$ cat src/rtl/intr_ctrl.sv
// Machine-mode interrupt controller: sticky timer pending, CSR file, request/ack trap FSM and mret.
// Optional external interrupt source is enabled by defining INTR_EXT_EN.
module intr_ctrl #(
  parameter int XLEN = 32
) (
  input  logic            clk,
  input  logic            rst,
  input  logic            Timer_Intrpt,
`ifdef INTR_EXT_EN
  input  logic            ext_intrpt,
`endif
  input  logic [11:0]     csr_addr,
  input  logic            csr_we,
  input  logic [XLEN-1:0] csr_wdata,
  output logic [XLEN-1:0] csr_rdata,
  input  logic            mret_i,
  output logic            intr_req,
  input  logic            intr_ack,
  input  logic [XLEN-1:0] ack_pc,
  output logic            redirect_valid,
  output logic [XLEN-1:0] redirect_pc,
  output logic [XLEN-1:0] mepc_o
);

  localparam logic [11:0] ADDR_MSTATUS = 12'h300;
  localparam logic [11:0] ADDR_MIE     = 12'h304;
  localparam logic [11:0] ADDR_MTVEC   = 12'h305;
  localparam logic [11:0] ADDR_MEPC    = 12'h341;
  localparam logic [11:0] ADDR_MCAUSE  = 12'h342;
  localparam logic [11:0] ADDR_MIP     = 12'h344;

  localparam logic [3:0] CAUSE_TIMER = 4'd7;
  localparam logic [3:0] CAUSE_EXT   = 4'd11;

  typedef enum logic [1:0] {
    ST_IDLE,
    ST_REQ,
    ST_TAKE
  } state_e;

  state_e           state_q, state_d;
  logic             mstatus_mie_q, mstatus_mie_d;
  logic             mstatus_mpie_q, mstatus_mpie_d;
  logic             mie_mtie_q, mie_mtie_d;
  logic             mip_mtip_q, mip_mtip_d;
  logic [XLEN-1:2]  mtvec_q, mtvec_d;
  logic [XLEN-1:2]  mepc_q, mepc_d;
  logic [XLEN-1:0]  mcause_q, mcause_d;

  logic             ext_pend;
  logic             ext_en;
  logic             ext_hit;
  logic             tmr_hit;
  logic             eligible;
  logic [3:0]       cause;
  logic             trap_take;

  logic             wr_mstatus;
  logic             wr_mie;
  logic             wr_mtvec;
  logic             wr_mepc;
  logic             wr_mcause;
  logic             wr_mip;

  logic             unused_ack_bits;
  assign unused_ack_bits = ^ack_pc[1:0];

`ifdef INTR_EXT_EN
  logic mie_meie_q, mie_meie_d;

  assign ext_pend = ext_intrpt;
  assign ext_en   = mie_meie_q;

  always_comb begin
    mie_meie_d = mie_meie_q;
    if (wr_mie) begin
      mie_meie_d = csr_wdata[11];
    end
  end

  always_ff @(posedge clk) begin
    if (rst) begin
      mie_meie_q <= 1'b0;
    end else begin
      mie_meie_q <= mie_meie_d;
    end
  end
`else
  assign ext_pend = 1'b0;
  assign ext_en   = 1'b0;
`endif

  assign wr_mstatus = csr_we && (csr_addr == ADDR_MSTATUS);
  assign wr_mie     = csr_we && (csr_addr == ADDR_MIE);
  assign wr_mtvec   = csr_we && (csr_addr == ADDR_MTVEC);
  assign wr_mepc    = csr_we && (csr_addr == ADDR_MEPC);
  assign wr_mcause  = csr_we && (csr_addr == ADDR_MCAUSE);
  assign wr_mip     = csr_we && (csr_addr == ADDR_MIP);

  assign ext_hit  = ext_pend & ext_en;
  assign tmr_hit  = mip_mtip_q & mie_mtie_q;
  assign eligible = (ext_hit | tmr_hit) & mstatus_mie_q;
  assign cause    = ext_hit ? CAUSE_EXT : CAUSE_TIMER;

  // The request is withdrawn the moment eligibility drops, so a late ack sees intr_req=0.
  assign intr_req       = (state_q == ST_REQ) && eligible;
  assign trap_take      = intr_req && intr_ack;
  assign redirect_valid = (state_q == ST_TAKE);
  assign redirect_pc    = {mtvec_q, 2'b00};
  assign mepc_o         = {mepc_q, 2'b00};

  // NOTE: every variable gets its hold value first so no path leaves it unassigned (no latches).
  always_comb begin
    state_d        = state_q;
    mstatus_mie_d  = mstatus_mie_q;
    mstatus_mpie_d = mstatus_mpie_q;
    mie_mtie_d     = mie_mtie_q;
    mip_mtip_d     = mip_mtip_q;
    mtvec_d        = mtvec_q;
    mepc_d         = mepc_q;
    mcause_d       = mcause_q;

    if (wr_mstatus) begin
      mstatus_mie_d  = csr_wdata[3];
      mstatus_mpie_d = csr_wdata[7];
    end
    if (wr_mie) begin
      mie_mtie_d = csr_wdata[7];
    end
    if (wr_mtvec) begin
      mtvec_d = csr_wdata[XLEN-1:2];
    end
    if (wr_mepc) begin
      mepc_d = csr_wdata[XLEN-1:2];
    end
    if (wr_mcause) begin
      mcause_d = csr_wdata;
    end
    if (wr_mip) begin
      mip_mtip_d = mip_mtip_q & csr_wdata[7];
    end

    // Trap and mret updates come after the CSR writes so they take precedence.
    unique case (state_q)
      ST_IDLE: begin
        if (mret_i) begin
          mstatus_mie_d  = mstatus_mpie_q;
          mstatus_mpie_d = 1'b1;
        end else if (eligible) begin
          state_d = ST_REQ;
        end
      end
      ST_REQ: begin
        if (trap_take) begin
          mepc_d         = ack_pc[XLEN-1:2];
          mcause_d       = {1'b1, {(XLEN-5){1'b0}}, cause};
          mstatus_mpie_d = mstatus_mie_q;
          mstatus_mie_d  = 1'b0;
          if (cause == CAUSE_TIMER) begin
            mip_mtip_d = 1'b0;
          end
          state_d = ST_TAKE;
        end else if (!eligible) begin
          state_d = ST_IDLE;
        end
      end
      ST_TAKE: begin
        state_d = ST_IDLE;
      end
      default: begin
        state_d = ST_IDLE;
      end
    endcase

    // A new timer pulse beats any clear in the same cycle.
    if (Timer_Intrpt) begin
      mip_mtip_d = 1'b1;
    end
  end

  always_comb begin
    csr_rdata = '0;
    unique case (csr_addr)
      ADDR_MSTATUS: begin
        csr_rdata[3] = mstatus_mie_q;
        csr_rdata[7] = mstatus_mpie_q;
      end
      ADDR_MIE: begin
        csr_rdata[7]  = mie_mtie_q;
        csr_rdata[11] = ext_en;
      end
      ADDR_MTVEC:  csr_rdata = {mtvec_q, 2'b00};
      ADDR_MEPC:   csr_rdata = {mepc_q, 2'b00};
      ADDR_MCAUSE: csr_rdata = mcause_q;
      ADDR_MIP: begin
        csr_rdata[7]  = mip_mtip_q;
        csr_rdata[11] = ext_pend;
      end
      default: csr_rdata = '0;
    endcase
  end

  // NOTE: state registers use non-blocking assignments so all flops update together at the edge.
  always_ff @(posedge clk) begin
    if (rst) begin
      state_q        <= ST_IDLE;
      mstatus_mie_q  <= 1'b0;
      mstatus_mpie_q <= 1'b0;
      mie_mtie_q     <= 1'b0;
      mip_mtip_q     <= 1'b0;
      mtvec_q        <= '0;
      mepc_q         <= '0;
      mcause_q       <= '0;
    end else begin
      state_q        <= state_d;
      mstatus_mie_q  <= mstatus_mie_d;
      mstatus_mpie_q <= mstatus_mpie_d;
      mie_mtie_q     <= mie_mtie_d;
      mip_mtip_q     <= mip_mtip_d;
      mtvec_q        <= mtvec_d;
      mepc_q         <= mepc_d;
      mcause_q       <= mcause_d;
    end
  end

endmodule

$ cat config.mk
export PLATFORM = sky130hd
export DESIGN_NAME = intr_ctrl
export DESIGN_NICKNAME = d
export VERILOG_FILES = /design/src/rtl/intr_ctrl.sv
export SDC_FILE = /design/constraint.sdc
export NUM_CORES = 1
export LEC_CHECK = 0
export CAP_MARGIN = 10
export CORE_MARGIN = 2
export CORE_UTILIZATION = 25
export CTS_BUF_LIST = sky130_fd_sc_hd__clkbuf_16
export CTS_CLUSTER_DIAMETER = 80
export DETAILED_ROUTE_END_ITERATION = 8
export SYNTH_ARGS = -nofsm -noshare
export SYNTH_HDL_FRONTEND = slang
export SYNTH_SLANG_ARGS = --single-unit
$ cat constraint.sdc
create_clock -name clk -period 4.9 [get_ports clk]
set_input_delay 0.735 -clock clk [delete_from_list [all_inputs] [get_ports clk]]
set_output_delay 0.735 -clock clk [all_outputs]
set_load 0.01 [all_outputs]
# == Yosys cells after proc, flatten, opt, wreduce, memory -nomap -nowiden ==
# Index checks and enable logic that the tools add are counted.
# word_totals
regBits,98
word_cells,62
out_inout_bits,98
input_bits,82
# op_classes
eq_ne,11
n_reduce_logical,10
bitwise,3
n_mux,30
# op_table
cell,n
$mux 32,3
$mux 30,3
$eq 12x10->1 const B,6
$pmux 20 s3,1
$pmux 3 s3,3
$mux 1,10
$logic_and 1x1->1,8
$mux 2,4
$pmux 1 s6,1
$ne 2x2->1 const B,2
$pmux 1 s2,2
$pmux 1 s4,1
$pmux 2 s2,1
$and 1x1->1,3
$ne 3x3->1 const B,1
$pmux 1 s3,1
$reduce_and 3->1,1
$eq 2x1->1 const B,1
$eq 2x2->1 const B,1
$logic_not 2->1,1

# == Depth between registers and ports, before layout ==
# logic_depth
depth_word,7
ltp_mapped,7
mapped_depth_nobuf,4

# == Worst setup path after synthesis ==
# OpenSTA, ideal clock, no wires.
# synth_timing
path_type,input-to-output
start,in csr_addr[5]
end,out csr_rdata[10]
path_stages,5
required_ns,4.165
n_path_buf,1
path_slack_ns,1.896
arrival_ns,2.269
path_cell_list,or3_1 > nor4_2 > clkbuf_1 > a222oi_1 > inv_1
# synth_via
elab_chain_len,2
elab_cells_between_ends,4
cone_classes,3 x eq/ne; 1 x mux
# synth_lines
item,line,source
"start, declared",12,"input logic [11:0] csr_addr,"
$eq 12x10->1,183,unique case (csr_addr)
$pmux 3 s3 *,183,
"end, declared",15,"output logic [XLEN-1:0] csr_rdata,"
# Mark *: on every way between the ends. The rest lies on a longest branch, timed or not.

# == Worst setup path in the final report ==
# layout_timing
start,in csr_addr[6]
end,out csr_rdata[24]
# layout_via
elab_chain_len,2
elab_cells_between_ends,4
cone_classes,3 x eq/ne; 1 x mux
# layout_lines
item,line
$eq 12x10->1,183
$pmux 20 s3 *,183
# Marked as above.

==> out/metrics.yaml <==
clocking:
  cts_setup_buffers: 0
  clock_sinks: 98
  post_cts_resized: 0
  clk_path_buf_depth: 2
  cts_tree: "built"
  cts_root_buf: "clkbuf_16"
  numCtsBuffers: 9
  insertion_delay_ns: 0.34
  cts.reportedPaths.clkPinSlew_ns: 0.07
  cts-htree-levels: 3
  holdBufCountCts: 0
global_route:
  antenna_found_initial: 0
  gr-total-overflow: 0
  grt_max_degree: 45
  grt_pass1_vias: 4498
  grt_use_total_pct: 16.2
  grt_pass1_wl_um: 24900
pwr:
  pwr_density_cell_nw_per_um2: 257
  p_sw_uw: 367
  clkPwrFrac_pct: 47.2
  seqPwrFrac_pct: 46.2
  p_leak_nw: 2.84
  ir_worst_vdd_mv: 0.193
  internal-power_mw: 1.36
  p_comb_share_pct: 6.6
  sw_frac_of_total_pct: 21.2
yosys:
  ys_seq_area_share_pct: 43.7
  syn_area_um2: 4490
  postSynthCellCount: 480
  yosys_warnings: 0
  yosysUniqueCellTypes: 43
  synth_ff_type: "dfxtp_1"
  synth_seq_cells: 98
  avgSynthCellArea_um2: 9.36
  ys_async_sr_fraction_pct: 0
  synth-edff-count: 0
worst_hold_path:
  holdPathEnd: "mtvec_q[22]"
  hold_depth: 2
  hp-start: "mtvec_q[22]"
  min_path_type: "reg2reg"
placement:
  io_buffers: 173
  routabilityCongestion: 0.824
  dp_hpwl_um: 10800
setup_path:
  reg2reg_to: "mepc_q[17]"
  cp-end-kind: "output pin"
  path_class: "in2out"
  cp.arrival_ns: 3.29
  worst_setup_path_start_kind: "input pin"
  reg2reg_depth: 5
  r2r_start: "state_q[1]"
  crit_path_max_fanout: 17
  r2r_slack_ns: 2.37
  required_ns: 4.16
sta:
  tns_ns: 0
  fin_worst_skew_ns: 0.00799
  worstMarginPinSlew_ns: 1.12
  rsz0062_at_grt: "no"
  hold_viol: 0
  setup_violations: 0
  max_slew_margin_pct: 25.3
  max_freq_mhz: 248
  period_needed_ns: 4.03
  fin_crit_sh_pct: 82.2
  slew_viol_final: 0
detailed_routing:
  ant_nets: 0
  vias: 4437
  wl_um: 15700
  vias_per_cell: 5.13
  drc: 0
  initialDrtViolationCount: 329
  firstDrtPassIters: 5
  detail_route.wl_per_cell_um: 18.1
final_layout:
  diodes: 0
  fin_nets: 713
  fillers: 1769
  areaGrowthSynthToFinish_pct: 50.0
  post-route-util_pct: 37.9
  post_route_cells_drive_above_1_share_pct: 6.29
die:
  fp-row-count: 49
  die_h_um: 138
  start_util_pct: 25.3
  die_w_um: 138
  core_area_um2: 17800
  dieArea_um2: 19100
  io_pins: 180
job:
  drv_cap: 0
run_status:
  status: "complete, no violations"
## cell usage after synthesis, drive strengths merged (3+ instances only)
master	count	area share (%)
nor4	3	0.70
dfxtp	98	44
a222oi	28	6.2
a21oi	37	4.1
o2bb2ai	30	5.8
clkbuf	34	2.8
mux2i	65	14
buf	14	2.8
nor2	36	3.0
nand2	4	0.33
a22oi	3	0.50
inv	29	2.4
nand3	33	3.7
and2	4	0.56
or4b	3	0.75
nand2b	3	0.42
o21ai	31	3.5
nor4b	3	0.59
## placed cells by master (no fill, tap or decap), types with 3 or more instances in the layout
cell type / count
clkbuf_16: 9
clkdlybuf4s50_1: 172
bufinv_16: 3
nor2_1: 34
conb_1: 4
mux2i_1: 65
a21oi_1: 37
inv_1: 29
dfxtp_1: 98
nor4b_1: 3
buf_4: 12
and2_1: 4
a222oi_1: 28
nand3_1: 33
o21ai_0: 31
a22oi_1: 3
o2bb2ai_1: 30
nand2_1: 4
## cell type report
cell class / count / area (um^2) / area share, %
Clock buffer: 9 / 225 / 3.34
Clock inverter: 7 / 116 / 1.73
Inverter: 29 / 109 / 1.62
Multi-Input combinational cell: 308 / 2220 / 33.0
Sequential cell: 98 / 1960 / 29.1
Tap cell: 229 / 287 / 4.25
Timing Repair Buffer: 185 / 1820 / 27.0
## flip-flops by register name, summed over array words and instances (netlist names)
signal          cells
mepc_q             30
mip_mtip_q          1
mstatus_mie_q       1
mtvec_q            30
state_q             2
mstatus_mpie_q      1
mie_mtie_q          1
mcause_q           32
## kinds of logic after synthesis
family	after synthesis	share of synthesized area (%)
AO/OA/AOI/OAI	135	21.2
other	1	0.0835
flip-flops	98	43.7
multiplexers	65	14.5
buffers and inverters	77	8.02
AND/OR/NAND/NOR	104	12.5
## worst max-delay path, stage by stage
cell and delay [ns]:
clkdlybuf4s50_1 0.62, or3b_1 0.51, nor4_2 0.32, buf_4 0.33
a222oi_1 0.13, inv_1 0.07, clkdlybuf4s50_1 0.55
## layer usage
layer,track usage [%],wire (um),vias up
met1,19.7,6750,2162
met5,0,0,-
met2,28.0,7830,173
li1,-,-,2078
met4,6.34,277,0
met3,3.33,805,24
## power by group through the flow
stage / logic [mW] / clock network [mW] / registers [mW]
2_1_floorplan: 0.0296 / 0 / 0.817
3_3_place_gp: 0.113 / 0 / 0.817
6_report: 0.115 / 0.815 / 0.799
5_1_grt: 0.122 / 0.863 / 0.799
4_1_cts: 0.115 / 0.835 / 0.799
3_5_place_dp: 0.113 / 0 / 0.817
## through the flow
step / hold WS, ns / worst slack, ns / area, um^2 / cells / total power, mW
after detailed placement: 0.486 / 0.854 / 6400 / 849 / 0.931
after global placement: 0.477 / 0.921 / 6400 / 849 / 0.930
final: 0.499 / 0.873 / 6740 / 865 / 1.73
after floorplan: 0.464 / 1.90 / 4500 / 483 / 0.846
after CTS: 0.495 / 0.862 / 6740 / 865 / 1.75
after global routing: 0.524 / 0.721 / 6740 / 865 / 1.78
## worst max-delay path by stage
| stage | cells after the start | from | slack (ns) | endpoint |
|---|---|---|---|---|
| after floorplan | 5 | csr_addr[5] | 1.90 | csr_rdata[10] |
| after global placement | 7 | csr_addr[6] | 0.92 | csr_rdata[31] |
| after detailed placement | 7 | csr_addr[6] | 0.85 | csr_rdata[31] |
| after CTS | 7 | csr_addr[6] | 0.86 | csr_rdata[31] |
| after global routing | 7 | csr_addr[6] | 0.72 | csr_rdata[31] |
| final | 7 | csr_addr[6] | 0.87 | csr_rdata[24] |
Power figures use the tool's default switching activity.
==> edit 1, RTL diff (config.mk and constraints unchanged) <==
The 3 states of `state_e` get a one-hot encoding in 3 bits.
--- a/src/rtl/intr_ctrl.sv
+++ b/src/rtl/intr_ctrl.sv
@@ -32,10 +32,10 @@
   localparam logic [3:0] CAUSE_TIMER = 4'd7;
   localparam logic [3:0] CAUSE_EXT   = 4'd11;
 
-  typedef enum logic [1:0] {
-    ST_IDLE,
-    ST_REQ,
-    ST_TAKE
+  typedef enum logic [2:0] {
+    ST_IDLE = 3'b001,
+    ST_REQ  = 3'b010,
+    ST_TAKE = 3'b100
   } state_e;
 
   state_e           state_q, state_d;
Formal check against the unedited RTL: same outputs for any inputs over 4 cycles, from zero or initial values and one cycle with rst high; so few cycles prove little.
==> edit 1 against the original RTL <==
  * Wire length shrank 1.3%
  * Final cell count rose by 10%
  * Worst setup slack worse by 210 ps
  * Synthesized area down 0.14%
  * Synthesized cell count grew 18%
  * Total power decreased by 4.8%
  * Sequential cell count grew 1
  * First-iteration DRC count decreased by 7.6%
  * Final area is 0.43% lower
==> edit 1: results <==
set metrics [dict create \
    cpMaxStageDelayCell "nor4_4" \
    placed_cell_area_mm2 0.00641 \
    tightest_slew_ps 887 \
    first_pass_iters 6 \
    dp_cells 936 \
    drive_above_1_share_pct 5.50 \
    skew_ps 11.2 \
    syn_inst 566 \
    synth_common_cells "190 x nand2_1, 99 x dfxtp_1, 61 x a21oi_1" \
    power_density_mw_per_mm2 245 \
    status "finished, final reports clean" \
    synth_cell_types 42 \
    top_regs "mcause_q x32, mepc_q x30, mtvec_q x30" \
    ir_worst_vdd_mv 0.152 \
    nFillCells 1787 \
    grt_pass1_vias 4368 \
    met1Wirelength_mm 7.18 \
    place.gp.congestion 0.714 \
    wl_met3_um 895 \
    synth_seq_area_share_pct 44.2 \
    cp.arrival_ps 3500 \
    powerSeq_w 0.000807 \
    wl_met2_mm 7.20 \
    p_leak_nw 2.55 \
    p_clk_w 0.000725 \
    netlist_top_cells_area "dfxtp_1 44%, nand2_1 16%, mux2i_1 7.4%" \
    grt_use_met1_pct 21.6 \
    use_met2_pct 26.7 \
    dp_slack_ps 581 \
    cts_inserted_buffers 9 \
    routed.top_layer "met4" \
    grt.met3_usage_pct 2.96 \
    post_drt_via_cell_ratio 4.75 \
]
## edit 1: final timing paths
kind              slack, ps       endpoint  cells past startpoint          from
hold reg to reg         450   mcause_q[29]                      2  mcause_q[29]
hold / removal          450   mcause_q[29]                      2  mcause_q[29]
setup reg to reg       2380     mepc_q[14]                      5    state_q[2]
setup / recovery        670  csr_rdata[12]                      7   csr_addr[3]
## edit 1: cell type report
type / instances / area, um^2 / share of cell area [%]
multi-input combinational: 406 / 2230 / 33.2
sequential: 99 / 1980 / 29.5
timing repair buffer: 191 / 1860 / 27.8
tap: 225 / 282 / 4.20
clock buffer: 9 / 225 / 3.36
clock inverter: 7 / 76.3 / 1.14
inverter: 15 / 56.3 / 0.839
## edit 1: logic make-up after synthesis
logic type / after synthesis / share of synthesized area [%]
mux: 33 / 7.36
buf+inv: 64 / 6.83
compound gates: 135 / 18.0
flops: 99 / 44.2
simple gates: 234 / 23.6
other cells: 1 / 0.0836
==> edit 2, RTL diff (config.mk and constraints unchanged) <==
Made on the original files. Add a define of `INTR_EXT_EN`.
--- a/src/rtl/intr_ctrl.sv
+++ b/src/rtl/intr_ctrl.sv
@@ -1,5 +1,7 @@
 // Machine-mode interrupt controller: sticky timer pending, CSR file, request/ack trap FSM and mret.
 // Optional external interrupt source is enabled by defining INTR_EXT_EN.
+`define INTR_EXT_EN
+
 module intr_ctrl #(
   parameter int XLEN = 32
 ) (
Interface: changed (added ext_intrpt); port bits go from 180 to 181. The function was not compared with the original's and may differ.
==> edit 2 against the original RTL <==
  * Sequential cell count grew 1
  * Register-to-register slack improved by 330 ps
  * Total power decreased by 5.4%
  * Sequential share of layout area rose by 0.26 points
  * Worst setup slack gained 70 ps
  * Final area rose by 0.11%
  * Synthesized area is 2.2% higher
  * Via count increased by 3.2%
  * Wire length about the same
  * Critical path type unchanged
  * Critical endpoint is now csr_rdata[22]
  * Largest cell class unchanged
==> edit 2: results <==
set metrics [dict create \
    stdcell_count 956 \
    post_cts_resized 0 \
    min_from "mcause_q[14]" \
    grt.met3_usage_pct 3.99 \
    r2r-start "mie_mtie_q" \
    crit_start "csr_addr[6]" \
    grt_usage_pct 15.7 \
    min_path_type "reg2reg" \
    cp_top_family "buffers and inverters" \
    skew_ps 6.85 \
    wl_met3_mm 1.06 \
    p_leak_nw 2.61 \
    async_reset_ff_share_pct 0 \
    nets 805 \
    hold_end "mcause_q[14]" \
    place.gp.congestion 0.767 \
    use_met2_pct 25.4 \
    max_stage_delay_ps 670 \
    grt_use_met1_pct 20.1 \
    grt_pass1_wl_mm 24.2 \
    top_regs "mcause_q x32, mepc_q x30, mtvec_q x30" \
    holdPathStages 2 \
    nFillCells 1866 \
    routed.top_layer "met4" \
    status "finished, final reports clean" \
    drt_iter0_drc 243 \
    synth_common_cells "176 x nand2_1, 99 x dfxtp_1, 67 x nor2_1" \
    crit_path_end "csr_rdata[22]" \
    syn_inst 572 \
    fin_crit_ps 3960 \
    met1Wirelength_mm 7.13 \
    powerSeq_w 0.000807 \
    dp_cells 940 \
    powerComb_w 0.000111 \
    post_drt_via_cell_ratio 4.79 \
    wire_per_inst_um 16.4 \
    netlist_top_cells_area "dfxtp_1 43%, nand2_1 14%, mux2i_1 8.1%" \
    p_int_w 0.00127 \
    p_switching_w 0.000369 \
    dp_slack_ps 943 \
    synth_cell_types 39 \
    grt_pass1_vias 4434 \
    dpl.hpwl_mm 10.6 \
    r2r-end "mepc_q[22]" \
    grt_max_degree 39 \
    cp.arrival_ps 3220 \
    crit_path_max_fanout 28 \
    reg2reg_slack_ps 2700 \
    drive_above_1_share_pct 5.64 \
    placed_cell_area_mm2 0.00645 \
    portBuffers 174 \
    relSlewSlack_pct 48.3 \
    wl_met2_mm 7.20 \
    holdWs_ps 453 \
    ir_worst_vdd_mv 0.150 \
    synth_seq_area_share_pct 43.2 \
]
## edit 2: changes by cell type after synthesis, moves of 28 or more
cell / delta
a22oi_1: +28
inv_1: -28
mux2i_1: -28
nand2_1: +172
nand3_1: -32
nor2_1: +31
o21ai_0: -29
o2bb2ai_1: -30
## edit 2: cell families (layout without fill, tap and decap cells)
| group | after synthesis | in the layout | share of synthesized area (%) |
|---|---|---|---|
| and+or+nand+nor | 276 | 276 | 25.7 |
| AOI/OAI and AO/OA | 103 | 103 | 16.0 |
| DFF | 99 | 99 | 43.2 |
| buffers and inverters | 53 | 205 | 6.19 |
| muxes | 40 | 40 | 8.81 |
| other | 1 | 4 | 0.0817 |
## edit 2: area by class of cell
type                    count  area, um^2  share of cell area [%]
well taps                 229         287                    4.25
clock buffers               9         225                    3.34
multi-input cells         423        2340                    34.7
inverters                   1        3.75                  0.0556
flip-flops and latches     99        1980                    29.4
clock inverters             7        68.8                    1.02
repair buffers            188        1840                    27.3
